### config.mk
export PLATFORM = sky130hd
export DESIGN_NAME = pat_det_sched
export DESIGN_NICKNAME = d
export VERILOG_FILES = /design/src/rtl/pat_det_pkg.sv /design/src/rtl/pat_det_core.sv /design/src/rtl/pat_det_sched.sv
export SDC_FILE = /design/constraint.sdc
export NUM_CORES = 1
export LEC_CHECK = 0
export ABC_CLOCK_PERIOD_IN_PS = 2100
export CORE_ASPECT_RATIO = 0.75
export CORE_UTILIZATION = 40
export CTS_CLUSTER_SIZE = 28
export DETAILED_ROUTE_END_ITERATION = 8
export PLACE_DENSITY = 0.65
export SETUP_SLACK_MARGIN = 0.2
export SLEW_MARGIN = 20
export SYNTH_ARGS = -nofsm -noshare
export SYNTH_HDL_FRONTEND = slang
export SYNTH_SLANG_ARGS = --single-unit
### constraint.sdc
create_clock -name clk_i -period 2.1 [get_ports clk_i]
set_input_delay 0.21 -clock clk_i [delete_from_list [all_inputs] [get_ports clk_i]]
set_output_delay 0.21 -clock clk_i [all_outputs]
set_load 0.005 [all_outputs]
### src/rtl/pat_det_pkg.sv
// Shared state encoding, detected pattern and default sizing for the
// pattern-detector scheduler.
package pat_det_pkg;

  typedef enum logic [1:0] {
    IDLE   = 2'd0,
    STREAM = 2'd1,
    FLUSH  = 2'd2,
    REPORT = 2'd3
  } state_t;

  localparam int                PAT_LEN = 4;
  localparam logic [PAT_LEN-1:0] PATTERN = 4'b1011;

  localparam int DEF_NUM_REQ   = 4;
  localparam int DEF_FRAME_LEN = 16;
  localparam int DEF_CNT_W     = 8;

endpackage

### src/rtl/pat_det_core.sv
// Overlapping Moore detector for PATTERN: the last PAT_LEN accepted bits are
// the state, so every window is tested and matches may share bits.
module pat_det_core
  import pat_det_pkg::*;
(
  input  logic clk_i,
  input  logic rst_i,
  input  logic clr_i,
  input  logic valid_i,
  input  logic d_i,
  output logic det_o
);

  logic [PAT_LEN-1:0] hist_reg;

  // Clearing to zero cannot fake a match because the pattern's oldest bit is 1.
  always_ff @(posedge clk_i) begin
    if (!rst_i) begin
      hist_reg <= '0;
    end else if (clr_i) begin
      hist_reg <= '0;
    end else if (valid_i) begin
      hist_reg <= {hist_reg[PAT_LEN-2:0], d_i};
    end
  end

  assign det_o = (hist_reg == PATTERN);

endmodule

### src/rtl/pat_det_sched.sv
// Round-robin scheduler sharing one "1011" detector across NUM_REQ serial
// requesters. Define PAT_DET_SCHED_STATS_EN to build the cumulative match total.
module pat_det_sched
  import pat_det_pkg::*;
#(
  parameter int NUM_REQ   = DEF_NUM_REQ,
  parameter int FRAME_LEN = DEF_FRAME_LEN,
  parameter int CNT_W     = DEF_CNT_W
) (
  input  logic                       clk_i,
  input  logic                       rst_i,
  input  logic [NUM_REQ-1:0]         req_i,
  input  logic [NUM_REQ-1:0]         d_i,
  output logic [NUM_REQ-1:0]         gnt_o,
  output logic                       busy_o,
  output logic                       done_o,
  output logic [$clog2(NUM_REQ)-1:0] done_id_o,
  output logic [CNT_W-1:0]           match_cnt_o,
  output logic [15:0]                total_match_o
);

  localparam int               IDX_W     = $clog2(NUM_REQ);
  localparam logic [7:0]       LAST_BEAT = 8'(FRAME_LEN - 1);
  localparam logic [CNT_W-1:0] CNT_MAX   = '1;
  localparam logic [IDX_W-1:0] IDX_LAST  = IDX_W'(NUM_REQ - 1);

  state_t             state_reg, state_next;
  logic [IDX_W-1:0]   ptr_reg;
  logic [IDX_W-1:0]   sel_idx;
  logic               sel_found;
  logic               start;
  logic [NUM_REQ-1:0] gnt_reg;
  logic [NUM_REQ-1:0] sel_onehot;
  logic [7:0]         beat_reg;
  logic [CNT_W-1:0]   cnt_reg;
  logic               det;

  // Search starts one past the last granted requester.
  always_comb begin
    int               cand;
    logic [IDX_W-1:0] cand_idx;
    sel_idx   = ptr_reg;
    sel_found = 1'b0;
    cand      = 0;
    cand_idx  = '0;
    for (int i = 1; i <= NUM_REQ; i++) begin
      cand     = (int'(ptr_reg) + i) % NUM_REQ;
      cand_idx = IDX_W'(cand);
      if (!sel_found && req_i[cand_idx]) begin
        sel_found = 1'b1;
        sel_idx   = cand_idx;
      end
    end
  end

  for (genvar gi = 0; gi < NUM_REQ; gi++) begin : g_onehot
    assign sel_onehot[gi] = (sel_idx == IDX_W'(gi));
  end

  always_comb begin
    state_next = state_reg;
    start      = 1'b0;
    case (state_reg)
      IDLE: begin
        if (|req_i) begin
          state_next = STREAM;
          start      = 1'b1;
        end
      end
      STREAM:  if (beat_reg == LAST_BEAT) state_next = FLUSH;
      FLUSH:   state_next = REPORT;
      REPORT:  state_next = IDLE;
      default: state_next = IDLE;
    endcase
  end

  always_ff @(posedge clk_i) begin
    if (!rst_i) begin
      state_reg <= IDLE;
      ptr_reg   <= IDX_LAST;
      gnt_reg   <= '0;
      beat_reg  <= '0;
      cnt_reg   <= '0;
    end else begin
      state_reg <= state_next;
      if (start) begin
        ptr_reg  <= sel_idx;
        gnt_reg  <= sel_onehot;
        beat_reg <= '0;
        cnt_reg  <= '0;
      end else begin
        if (state_reg == STREAM) begin
          beat_reg <= beat_reg + 8'd1;
          if (beat_reg == LAST_BEAT) gnt_reg <= '0;
        end
        // FLUSH still counts so a match closed by the final bit is kept.
        if ((state_reg == STREAM || state_reg == FLUSH) && det && cnt_reg != CNT_MAX)
          cnt_reg <= cnt_reg + CNT_W'(1);
      end
    end
  end

  pat_det_core u_core (
    .clk_i   (clk_i),
    .rst_i   (rst_i),
    .clr_i   (start),
    .valid_i (state_reg == STREAM),
    .d_i     (d_i[ptr_reg]),
    .det_o   (det)
  );

  assign gnt_o       = gnt_reg;
  assign busy_o      = (state_reg != IDLE);
  assign done_o      = (state_reg == REPORT);
  assign done_id_o   = done_o ? ptr_reg : '0;
  assign match_cnt_o = done_o ? cnt_reg : '0;

`ifdef PAT_DET_SCHED_STATS_EN
  logic [15:0] total_reg;
  logic [16:0] total_sum;

  assign total_sum = {1'b0, total_reg} + 17'(cnt_reg);

  always_ff @(posedge clk_i) begin
    if (!rst_i) begin
      total_reg <= '0;
    end else if (state_reg == REPORT) begin
      total_reg <= total_sum[16] ? 16'hFFFF : total_sum[15:0];
    end
  end

  assign total_match_o = total_reg;
`else
  assign total_match_o = '0;
`endif

endmodule

Yosys cells after proc, flatten, opt, wreduce, memory -nomap -nowiden
Cells that the tools add are included. Widths: inputs -> output; s select.

$add $sub $neg: 6. $lt $le $gt $ge: 5. Eq/ne operators: 11. Mux-type cells: 27. Bitwise operators: 1. Reduce and logical (&&, ||, !) cells: 18.

Operators with widths (number): $add 8x1->8 const B (2); $lt 2x3->1 const B (5); $mux 2 (7); $mux 4 (3); $bmux 1 s2 (5); $mux 1 (10); $eq 2x2->1 const B (4); $eq 8x4->1 const B (1); $mux 8 (1); $ne 8x8->1 const B (1); $pmux 2 s4 (1); $reduce_bool 2->1 (3); $logic_and 1x1->1 (5); $add 2x1->2 const B (2); $add 2x2->2 const B (2); $eq 2x1->1 const B (2); $eq 4x4->1 const B (1); $logic_not 2->1 (2); $ne 2x2->1 const B (2); $reduce_and 2->1 (2); $reduce_or 4->1 (1); $logic_not 1->1 (3); $reduce_or 2->1 (1); $logic_or 1x1->1 (1); $not 1->1 (1).

Bits in registers: 28. Input bits: 10. Output and inout port bits: 32. Logic and storage cells: 74.

Logic depth before layout (Yosys ltp)
Word-level depth: 15. Depth in mapped cells: 7. Gate-level depth less buffers: 6.

By module
From an unflattened synthesis, not the netlist that was laid out.

Cell total of the unflattened synthesis: 177. Area total of the unflattened synthesis: 1556.5 um^2.

By module, submodules not included: pat_det_sched (instances 1, cells each 162, area an instance 1400.1 um^2, sequential area each 480.5 um^2); pat_det_core (instances 1, cells each 15, area an instance 156.4 um^2, sequential area each 80.1 um^2).

Worst setup path after synthesis
OpenSTA, ideal clock, no wires.

Path kind: flip-flop to flip-flop. Start: register state_reg[0]. End: register cnt_reg[4]. Library setup time: 0.070 ns. Arrival time: 1.596 ns. Data required time: 2.030 ns. Slack: 0.434 ns. Cell stages (with the launch flop): 8. Buffers on the path: 1. Clock period less this slack: 1.666 ns. Path through: dfxtp_1 -> inv_1 -> ha_1 -> and4b_1 -> o211ai_2 -> buf_6 -> or3_1 -> a21oi_1.

Longest elaborated chain between the ends: 4. Elaborated cells on any way between the ends: 8. Classes of those cells: eq/ne (2); mux (1); reduce/logical (5).

Ends and longest elaborated chain: from (decl) (RTL line pat_det_sched.sv:27) `state_t state_reg, state_next;`; from (signal assigned) (RTL line pat_det_sched.sv:85) `state_reg <= state_next;`; $eq 2x1->1 or $eq 2x2->1 (tied branches) (RTL line pat_det_sched.sv:97) `if ((state_reg == STREAM || state_reg == FLUSH) && det && cnt_reg != CNT_MAX)`; $logic_or 1x1->1 (RTL line pat_det_sched.sv:97); $logic_and 1x1->1 (2 in a row) (RTL line pat_det_sched.sv:97); to (signal assigned) (RTL line pat_det_sched.sv:98) `cnt_reg <= cnt_reg + CNT_W'(1);`; to (decl) (RTL line pat_det_sched.sv:35) `logic [CNT_W-1:0] cnt_reg;`.

Several ways; a longest one is shown, not always the timed one. A chain may end at the register's enable or synchronous reset.

Worst setup path after layout
Start: register state_reg[1]. End: register cnt_reg[4].

Same word-level chain as after synthesis.

==> results.yml <==
timing:
  layout_setup_ws_ns: 0.243
  hold_viol: 0
  grt_setup_unrepaired: "no"
  setup_viol: 0
  period_share_pct: 88.4
  finClkSkew_ns: 0.00241
  finalSetupTns_ns: 0
  period_needed_ns: 1.86
  fmax_mhz: 539
  maxSlewViolCount: 0
  whs_ns: 0.485
global_routing:
  grt_pass1_wl_um: 5110
  grt_pass1_vias: 1165
  grt_start_max_net_pins: 17
  antenna_found_initial: 0
  grt-ovfl-total: 0
  grt_usage_pct: 15.9
clocking:
  clock_latency_ns: 0.27
  cts_max_level: 1
  cts-buffers-inserted: 3
  cts_tree: "yes"
  cts.path.max_buffers: 2
  clk_pin_slew_ns: 0.09
  cts_hold_buf: 0
  cts-root-buf: "clkbuf_8"
  numClockSinks: 28
worst_hold_path:
  hold_class: "flop to flop"
  hold_depth: 1
place:
  dp_hpwl_um: 2380
  portBuffers: 25
  gp_congestion: 0.724
  dpl_worst_slack_ns: 0.161
  placed_cell_area_um2: 1800
drt:
  num_vias: 1243
  drt_iter0_drc: 54
  via_per_inst: 4.87
  drc_errors: 0
  antenna_left: 0
  dr.pass1.iters: 4
  wl_per_cell_um: 12.3
  wl_um: 3140
synth:
  ys_types: 43
  syn_inst: 174
  synth_most_common_cell: "dfxtp_1"
  synth_common_cells: "dfxtp_1, nor2_1, buf_4"
  synth_edf_count: 0
  yosys_warnings: 0
  async_flop_share_pct: 0
  ys.flop_type: "dfxtp_1"
  avgSynthCellArea_um2: 8.92
  yosysTopAreaCell: "dfxtp_1"
  ys_seq_area_share_pct: 36.1
  yosys.area.top_type_share_pct: 36.1
  syn_area_um2: 1550
  synthTopCellsByArea: "dfxtp_1, buf_4, ha_1, nor2_1, and2_1"
  ys_ff_latch: 28
critical_path:
  critical_path_class: "flop to flop"
  cp.required_ns: 2.31
  start_kind: "flop"
  r2r_cells: 7
  crit_fanout: 7
  end_kind: "flop"
  cp_data_arrival_time_ns: 2.06
run:
  max_cap_violations: 0
floorplanning:
  start_util_pct: 42.1
  fp.dieW_um: 73.9
  chipHeight_um: 55.9
  num_rows: 19
  dieArea_um2: 4130
  ios: 42
  core_area_um2: 3680
finish:
  diodes: 0
  drive_gt1_share_pct: 9.36
  fin_area_um2: 1920
  final_nets: 220
  synthToLayoutAreaGrowth_pct: 23.5
  utilization_pct: 52.0
outcome:
  outcome: "complete, no violations"
pwr:
  leakage_nw: 0.707
  irDropWorstVdd_uv: 582
  power.density_nw_per_um2: 944
## report_power, final
group	switching [W]	total, W	internal (W)	leakage (nW)
Sequential	0.0000806	0.000692	0.000611	0.228
Clock	0.000163	0.000418	0.000255	0.0357
Combinational	0.000348	0.000699	0.000351	0.444
Total	0.000592	0.00181	0.00122	0.707
## stage by stage
step	power, W	cells
5_1_grt	0.00192	255
3_5_place_dp	0.00138	248
2_1_floorplan	0.00115	189
4_1_cts	0.00181	252
3_3_place_gp	0.00136	248
6_report	0.00181	255
## path summary, 6_finish.rpt
kind	startpoint	end	slack, ns
max	state_reg[1]$_SDFFE_PN0P_	cnt_reg[4]$_SDFFE_PP0P_	0.24
min	gnt_o[3]$_SDFFE_PN0P_	gnt_o[3]$_SDFFE_PN0P_	0.49
max reg2reg	state_reg[1]$_SDFFE_PN0P_	cnt_reg[4]$_SDFFE_PP0P_	0.24
min reg2reg	gnt_o[3]$_SDFFE_PN0P_	gnt_o[3]$_SDFFE_PN0P_	0.49
## per-layer routing
layer	vias up	share of wire, %	global-route usage [%]
li1	634	-	-
met1	578	48	21.0
met2	27	47	26.1
met3	4	3.2	3.80
met4	0	1.3	3.30
met5	-	0	0
## worst max-delay path, stage by stage, from the launching register on
cell	delay [ns]
dfxtp_2	0.37
inv_1	0.10
ha_1	0.30
and4b_1	0.25
o211ai_4	0.12
buf_12	0.15
or3_1	0.34
a21oi_1	0.16
## cell usage in the layout, fill, tap and decap left out, drive strengths merged, types with 2 or more instances in the layout
master	instances
a21oi	11
a22o	2
a32o	2
and2	10
buf	6
clkbuf	3
clkdlybuf4s50	25
conb	16
dfxtp	28
ha	6
inv	6
mux2i	6
nand2	8
nand2b	2
nand3	6
nand4	2
nor2	18
nor2b	2
nor4	2
o211ai	2
o21ai	8
o31ai	3
or2	2
or3	4
or4	3
xnor2	3
xor2	4
## cells by family (layout without fill, tap and decap cells)
logic type	count (synthesis)	after routing	synth area share [%]
AND/OR/NAND/NOR	64	64	22.3
flip-flops	28	28	36.1
other	1	16	0.242
AO/OA/AOI/OAI	34	34	16.0
multiplexers	7	7	5.32
adder cells (fa/ha/maj)	6	6	4.84
buffers and inverters	27	41	11.1
XOR/XNOR	7	7	3.95
## timing repair
| item | CTS | global route |
|---|---|---|
| setup endpoints to repair | 13 | 3 |
| endpoints found under the hold margin | 0 | 0 |
| buffers inserted | 0 | 3 |
| gates resized for setup | 2 | 2 |
## area by class of cell
type                    instances  area [um2]
multi-input cells             134         886
flip-flops and latches         28         563
fillers                       341        1770
clock inverters                 1        30.0
well taps                      52        65.1
inverters                       6        22.5
clock buffers                   3        41.3
repair buffers                 31         308
Power figures use the tool's default switching activity.
